===== config.mk =====
export PLATFORM = sky130hd
export DESIGN_NAME = ram128_arb_ctrl
export DESIGN_NICKNAME = d
export VERILOG_FILES = /design/src/rtl/ram128_ctrl_pkg.sv /design/src/rtl/ram128_rr_arb.sv /design/src/rtl/ram128_arb_ctrl.sv
export SDC_FILE = /design/constraint.sdc
export NUM_CORES = 1
export LEC_CHECK = 0
export ABC_AREA = 1
export BUFFER_PORTS_ARGS = -buffer_cell sky130_fd_sc_hd__buf_4
export CAP_MARGIN = 20
export CORE_ASPECT_RATIO = 1.2
export CORE_UTILIZATION = 51
export CTS_CLUSTER_DIAMETER = 60
export CTS_CLUSTER_SIZE = 30
export DETAILED_ROUTE_END_ITERATION = 8
export GPL_TIMING_DRIVEN = 0
export HOLD_SLACK_MARGIN = 0.02
export PLACE_DENSITY = 0.78
export RECOVER_POWER = 50
export SLEW_MARGIN = 5
export SYNTH_ARGS = -nofsm -noshare
export SYNTH_HDL_FRONTEND = slang
export SYNTH_HIERARCHICAL = 1
export SYNTH_SLANG_ARGS = --single-unit

===== constraint.sdc =====
create_clock -name axi_clk -period 1.9 [get_ports axi_clk]
set_input_delay 0.095 -clock axi_clk [delete_from_list [all_inputs] [get_ports axi_clk]]
set_output_delay 0.095 -clock axi_clk [all_outputs]
set_load 0.02 [all_outputs]

===== src/rtl/ram128_ctrl_pkg.sv =====
// Shared types and helpers for the RAM128 arbiter/sequencer: state encoding,
// RAM geometry and the byte merge used by read-modify-write.
package ram128_ctrl_pkg;

  localparam int         RAM_AW  = 7;
  localparam int         RAM_DW  = 32;
  localparam logic [3:0] WE_FULL = 4'hF;

  typedef enum logic [1:0] {
    IDLE,
    ISSUE,
    MERGE,
    RESP
  } state_e;

  // Lanes with their enable set take the new data, the rest keep the old word.
  function automatic logic [RAM_DW-1:0] byte_merge(
    input logic [3:0]        we,
    input logic [RAM_DW-1:0] wdata,
    input logic [RAM_DW-1:0] old
  );
    logic [RAM_DW-1:0] res;
    for (int i = 0; i < 4; i++) begin
      res[8*i +: 8] = we[i] ? wdata[8*i +: 8] : old[8*i +: 8];
    end
    return res;
  endfunction

endpackage


===== src/rtl/ram128_rr_arb.sv =====
// Two-way round-robin arbiter; on a tie the port not granted last time wins.
module ram128_rr_arb (
  input  logic       clk_i,
  input  logic       rst_ni,
  input  logic [1:0] req_i,
  input  logic       update_i,
  output logic [1:0] grant_o
);

  logic last_q, last_d;

  always_comb begin
    grant_o = req_i;
    if (req_i == 2'b11) begin
      grant_o = last_q ? 2'b01 : 2'b10;
    end
    last_d = last_q;
    if (update_i && (|req_i)) begin
      last_d = grant_o[1];
    end
  end

  // Resetting to port 1 hands the first tie to port 0.
  always_ff @(posedge clk_i or negedge rst_ni) begin
    if (!rst_ni) begin
      last_q <= 1'b1;
    end else begin
      last_q <= last_d;
    end
  end

endmodule


===== src/rtl/ram128_arb_ctrl.sv =====
// Shares one RAM128 between two requesters and turns partial writes into
// read-modify-write when the macro cannot honour byte enables.
module ram128_arb_ctrl
  import ram128_ctrl_pkg::*;
#(
  parameter bit RMW_EN = 1'b1,
  parameter int WSIZE  = 4
) (
  input  logic              axi_clk,
  input  logic              axi_reset_n,
  input  logic              p0_req,
  input  logic [WSIZE-1:0]  p0_we,
  input  logic [RAM_AW-1:0] p0_addr,
  input  logic [RAM_DW-1:0] p0_wdata,
  input  logic              p1_req,
  input  logic [WSIZE-1:0]  p1_we,
  input  logic [RAM_AW-1:0] p1_addr,
  input  logic [RAM_DW-1:0] p1_wdata,
  output logic              p0_ack,
  output logic [RAM_DW-1:0] p0_rdata,
  output logic              p1_ack,
  output logic [RAM_DW-1:0] p1_rdata,
  output logic              busy,
  output logic              ram_en,
  output logic [WSIZE-1:0]  ram_we,
  output logic [RAM_AW-1:0] ram_a,
  output logic [RAM_DW-1:0] ram_di,
  input  logic [RAM_DW-1:0] ram_do
);

  localparam logic [WSIZE-1:0] WE_NONE = '0;

  state_e            state_q, state_d;
  logic              port_q, port_d;
  logic [WSIZE-1:0]  we_q, we_d;
  logic [RAM_DW-1:0] wdata_q, wdata_d;
  logic              ram_en_q, ram_en_d;
  logic [WSIZE-1:0]  ram_we_q, ram_we_d;
  logic [RAM_AW-1:0] ram_a_q, ram_a_d;
  logic [RAM_DW-1:0] ram_di_q, ram_di_d;
  logic              busy_q, busy_d;

  logic [1:0]             req_vec, grant, ack_vec;
  logic                   sel_port, is_read;
  logic [WSIZE-1:0]       sel_we;
  logic [RAM_AW-1:0]      sel_addr;
  logic [RAM_DW-1:0]      sel_wdata, merged;
  logic [1:0][RAM_DW-1:0] rdata_vec;

  assign req_vec = {p1_req, p0_req};

  ram128_rr_arb u_arb (
    .clk_i   (axi_clk),
    .rst_ni  (axi_reset_n),
    .req_i   (req_vec),
    .update_i(state_q == IDLE),
    .grant_o (grant)
  );

  assign sel_port  = grant[1];
  assign sel_we    = sel_port ? p1_we    : p0_we;
  assign sel_addr  = sel_port ? p1_addr  : p0_addr;
  assign sel_wdata = sel_port ? p1_wdata : p0_wdata;
  assign is_read   = (we_q == WE_NONE);
  assign merged    = byte_merge(we_q, wdata_q, ram_do);

  // RAM strobes are computed one state ahead so they leave a register.
  always_comb begin
    state_d  = state_q;
    port_d   = port_q;
    we_d     = we_q;
    wdata_d  = wdata_q;
    ram_en_d = 1'b0;
    ram_we_d = WE_NONE;
    ram_a_d  = ram_a_q;
    ram_di_d = ram_di_q;
    case (state_q)
      IDLE: begin
        if (|grant) begin
          state_d  = ISSUE;
          port_d   = sel_port;
          we_d     = sel_we;
          wdata_d  = sel_wdata;
          ram_en_d = 1'b1;
          ram_a_d  = sel_addr;
          if ((sel_we != WE_NONE) && ((sel_we == WE_FULL) || !RMW_EN)) begin
            ram_we_d = sel_we;
            ram_di_d = sel_wdata;
          end
        end
      end
      ISSUE: begin
        if (RMW_EN && !is_read && (we_q != WE_FULL)) begin
          state_d  = MERGE;
          ram_en_d = 1'b1;
          ram_we_d = WE_FULL;
        end else begin
          state_d = RESP;
        end
      end
      MERGE: begin
        state_d  = RESP;
        ram_di_d = merged;
      end
      RESP:    state_d = IDLE;
      default: state_d = IDLE;
    endcase
    busy_d = (state_d != IDLE);
  end

  always_ff @(posedge axi_clk or negedge axi_reset_n) begin
    if (!axi_reset_n) begin
      state_q  <= IDLE;
      port_q   <= 1'b0;
      we_q     <= WE_NONE;
      wdata_q  <= '0;
      ram_en_q <= 1'b0;
      ram_we_q <= WE_NONE;
      ram_a_q  <= '0;
      ram_di_q <= '0;
      busy_q   <= 1'b0;
    end else begin
      state_q  <= state_d;
      port_q   <= port_d;
      we_q     <= we_d;
      wdata_q  <= wdata_d;
      ram_en_q <= ram_en_d;
      ram_we_q <= ram_we_d;
      ram_a_q  <= ram_a_d;
      ram_di_q <= ram_di_d;
      busy_q   <= busy_d;
    end
  end

  // The old word only arrives during MERGE, so the merged data bypasses the register.
  assign ram_di = (state_q == MERGE) ? merged : ram_di_q;
  assign ram_en = ram_en_q;
  assign ram_we = ram_we_q;
  assign ram_a  = ram_a_q;
  assign busy   = busy_q;

  for (genvar gi = 0; gi < 2; gi++) begin : g_port
    logic [RAM_DW-1:0] rdata_q;

    assign ack_vec[gi] = (state_q == RESP) && (port_q == 1'(gi));

    always_ff @(posedge axi_clk or negedge axi_reset_n) begin
      if (!axi_reset_n) begin
        rdata_q <= '0;
      end else if (ack_vec[gi] && is_read) begin
        rdata_q <= ram_do;
      end
    end

    assign rdata_vec[gi] = (ack_vec[gi] && is_read) ? ram_do : rdata_q;
  end

  assign p0_ack   = ack_vec[0];
  assign p1_ack   = ack_vec[1];
  assign p0_rdata = rdata_vec[0];
  assign p1_rdata = rdata_vec[1];

endmodule


==> impl_results.md <==
- Most common cell on crit path: buf_6
- CP endpoint kind: primary output
- CTS max path bufs: 2
- DP Worst Slack: -33.69 ps
- Worst setup SP type: register
- Crit Path Max Fanout: 5
- Levels on crit path: 7
- Largest net degree at the start of global routing: 81
- Initial antenna violation count: 0
- Post-synth top area cell: dfrtp_1
- H-tree Lvls: 4
- Yosys cell types: 31
- DR WL/cell: around 21 µm
- Post-synth top area share: 0.5143
- FMAX: roughly 480 MHz
- Final hold slack: 7.698 ps
- Clock power frac: 0.168
- Worst-path clk slew: around 60 ps
- Die area: approximately 0.015 mm²
- Residual DRC count: 0
- Endpoints failing setup: 94
- Initial core utilization: 0.5233
- Failing checks: negative setup slack
- Worst-Skew Late Latency: 440 ps
- Non-Filler Instances: between 1000 and 1500
- Status: finished, violations left
- Yosys reg bits: 149
- Leak: between 5 and 6 nW
- Actual slew at the worst max-slew pin: between 900 and 1000 ps
- # IOs: 233
- Overall global routing resource usage: 0.3724
- Commonest cells in the netlist: 328 x nand2_1, 148 x dfrtp_1, 113 x o21ai_0, 79 x o21ai_1, 41 x inv_1
- TritonCTS clock tree: done
- Count of pins over their slew limit: 0
- PwrDens: 1818 mW/mm²
- Die Y: between 100 and 150 µm
- Slowest CP cell: dfrtp_1
- Final WS setup: -194.3 ps
- Tmin final: 2094 ps
- CP cell instances: ha_2 > nand2_2 > inv_6 > nand3_4 > buf_6 > o21ai_2 > buf_6
- Clock root buffer: clkbuf_16
- Inserted Clock Buffers: 17
- Final setup skew: 8.175 ps
- Tcrit/Tclk final: 1.102
- Slew margin rel.: 0.3456
- Global-route wire length before repair: 42.01 mm
- Mapped cell area: ~0.0072 mm²
- Critical path type: reg -> out
- Detailed-route via count: 8120
- VDD IR max: roughly 0.0012 V
- Top FF cell, synth: dfrtp_1
- Final setup TNS: -9943 ps
- Post-synth ARST share: 1.000
- Reg-to-Reg End: ram_di_q[9]$_DFFE_PN0P_
- Syn nets: slightly above 1000
- NetSw: between 9 and 10 mW
- DP Cell Count: 1287
- Switching Share: 0.4408
- Die Wd: roughly 110 µm
- Critical path's top delay family: buffers and inverters
- Reg-to-reg slack, setup: ~40 ps
- Share of post-route cells with drive strength above 1: 0.4301
- DR iter-0 viols: 889
- Worst reg2reg startpoint: u_arb/last_q$_DFFE_PN1P_
- Worst-case reg-to-reg path depth: 8
- Post-synth EDFFs: 0
- Vias in the first global route: roughly 8000
- Row cnt: 47
- Max incr delay on CP: 370 ps
- Sequential fraction of the synthesis area: 0.5180
- DRT Wirelength: 29.51 mm
- Cell-internal power: roughly 12 mW
- I/O Buffers: roughly 230
- Post-Syn Instances: around 880
- CP Buf/Inv Count: 3
- Gpl congestion: around 0.84
- Grt ovf: 0
- Crit path to: p1_rdata[12]
- Avg Cell Area, Syn: ~8.2 µm²
- Routed Antenna Nets: 0
- Hold Fails Final Rpt: 0
- Ranking of synthesized cells by area: dfrtp_1 51%, nand2_1 17%, o21ai_0 7.9%
- CP arrival: around 2000 ps
- Fillers: roughly 680
- CORE AREA: approximately 0.014 mm²
- Critical path origin: state_q[0]$_DFF_PN0_
- Synthesis Warnings: 6
- Nets@finish: approximately 1300
- Clock sinks: 149
- Worst Path Required: about 1800 ps
- Max-Cap Viols: 0
- ANT cells: 0
- Hold Crit Class: in -> reg
- P&R area growth vs syn: 64.97%
- Power share of the combinational group: 0.575
- Pre-Repair DR Iteration Count: 5
- RSZ-0062 raised after global routing: true
- Post-DP HPWL: between 15 and 20 mm
- Top-count cell post-synth: nand2_1
- Vias per cell: ~5.8
- Reg power frac: 0.257
==> through the flow <==
| step | instance area [µm²] | total power [mW] | util |
|---|---|---|---|
| 2_1_floorplan | 7201 | 11.05 | - |
| 6_report | 11880 | 21.60 | 0.8632 |
| 4_1_cts | 11560 | 20.60 | 0.8400 |
| 3_3_place_gp | 9156 | 14.61 | 0.6654 |
| 5_1_grt | 11880 | 22.56 | 0.8632 |
| 3_5_place_dp | 9188 | 14.81 | 0.6677 |
==> worst min path at each step <==
| stage | slack (ps) | to | cells past startpoint | from |
|---|---|---|---|---|
| after detailed placement | 140 | g_port[0].rdata_q[19]$_DFF_PN0_ | 1 | axi_reset_n |
| after global routing | 30 | wdata_q[17]$_DFFE_PN0P_ | 3 | p1_wdata[17] |
| after floorplan | -200 | busy$_DFF_PN0_ | 0 | axi_reset_n |
| after CTS | 20 | g_port[0].rdata_q[13]$_DFF_PN0_ | 3 | ram_do[13] |
| after global placement | 330 | u_arb/last_q$_DFFE_PN1P_ | 4 | p0_req |
| final | 8 | wdata_q[13]$_DFFE_PN0P_ | 3 | p1_wdata[13] |
==> power by group through the flow <==
stage	Clock [mW]	Sequential (mW)	Combinational, mW
after CTS	3.57	5.34	11.7
after floorplan	0	5.35	5.69
after global placement	0	5.27	9.34
after global routing	3.75	5.67	13.1
final	3.62	5.55	12.4
after detailed placement	0	5.34	9.48
==> flip-flops by register name, indices dropped and copies added, names as in the netlist <==
signal,cells
state_q,2
g_port.rdata_q,64
we_q,4
busy,1
ram_a,7
u_arb/last_q,1
port_q,1
ram_en,1
ram_di_q,32
ram_we,4
wdata_q,32
==> layer usage <==
metal  vias to the layer above  wire [µm]  track usage
met4                         0       1739       0.2089
li1                       3515          -            -
met3                       117       2356      0.06943
met2                       583      14940       0.6394
met1                      3905      10470       0.4389
met5                         -          0            0
==> worst min-delay path, cell delays in order <==
cell and delay (ps):
buf_4 90, o21ai_2 60, o21ai_0 150
==> cells in the final DEF, fill, tap and decap left out, types with 29 or more instances in the layout <==
cell type      Yosys  routed
dlygate4sd3_1      0      40
buf_6             10      89
nand2_1          328     280
o21ai_4            0      54
dfrtp_1          148     148
inv_1             41      37
nand2_2            4      51
nand3_1           29      29
or2_2             29      29
buf_4              3     178
o21ai_0          113      94
==> timing repair <==
item | CTS | global route
resized for setup | 263 | 109
endpoints found under the hold margin | 96 | 4
cloned | 8 | 2
pin swaps | 9 | 12
endpoints found under the setup margin | 127 | 152
setup buffers | 27 | 3
hold buffers | 36 | 4
==> kinds of logic after synthesis <==
family                     after synthesis  synth area share
and+or+nand+nor                        422            0.2546
AOI/OAI and AO/OA                      207            0.1496
DFF                                    149            0.5180
buffers and inverters                  101           0.07089
adders and majority gates                4          0.006951
==> cell type report <==
cell class / count / area [µm²] / area share
clock inverters: 13 / 181.4 / 0.01527
repair buffers: 311 / 2776 / 0.2337
plain buffers: 52 / 524.3 / 0.04413
clock buffers: 19 / 442.9 / 0.03729
inverters: 44 / 177.7 / 0.01496
multi-input cells: 635 / 3832 / 0.3226
well taps: 171 / 214.0 / 0.01801
flip-flops and latches: 149 / 3730 / 0.3140
No activity file was read; power rests on OpenSTA's default activity.
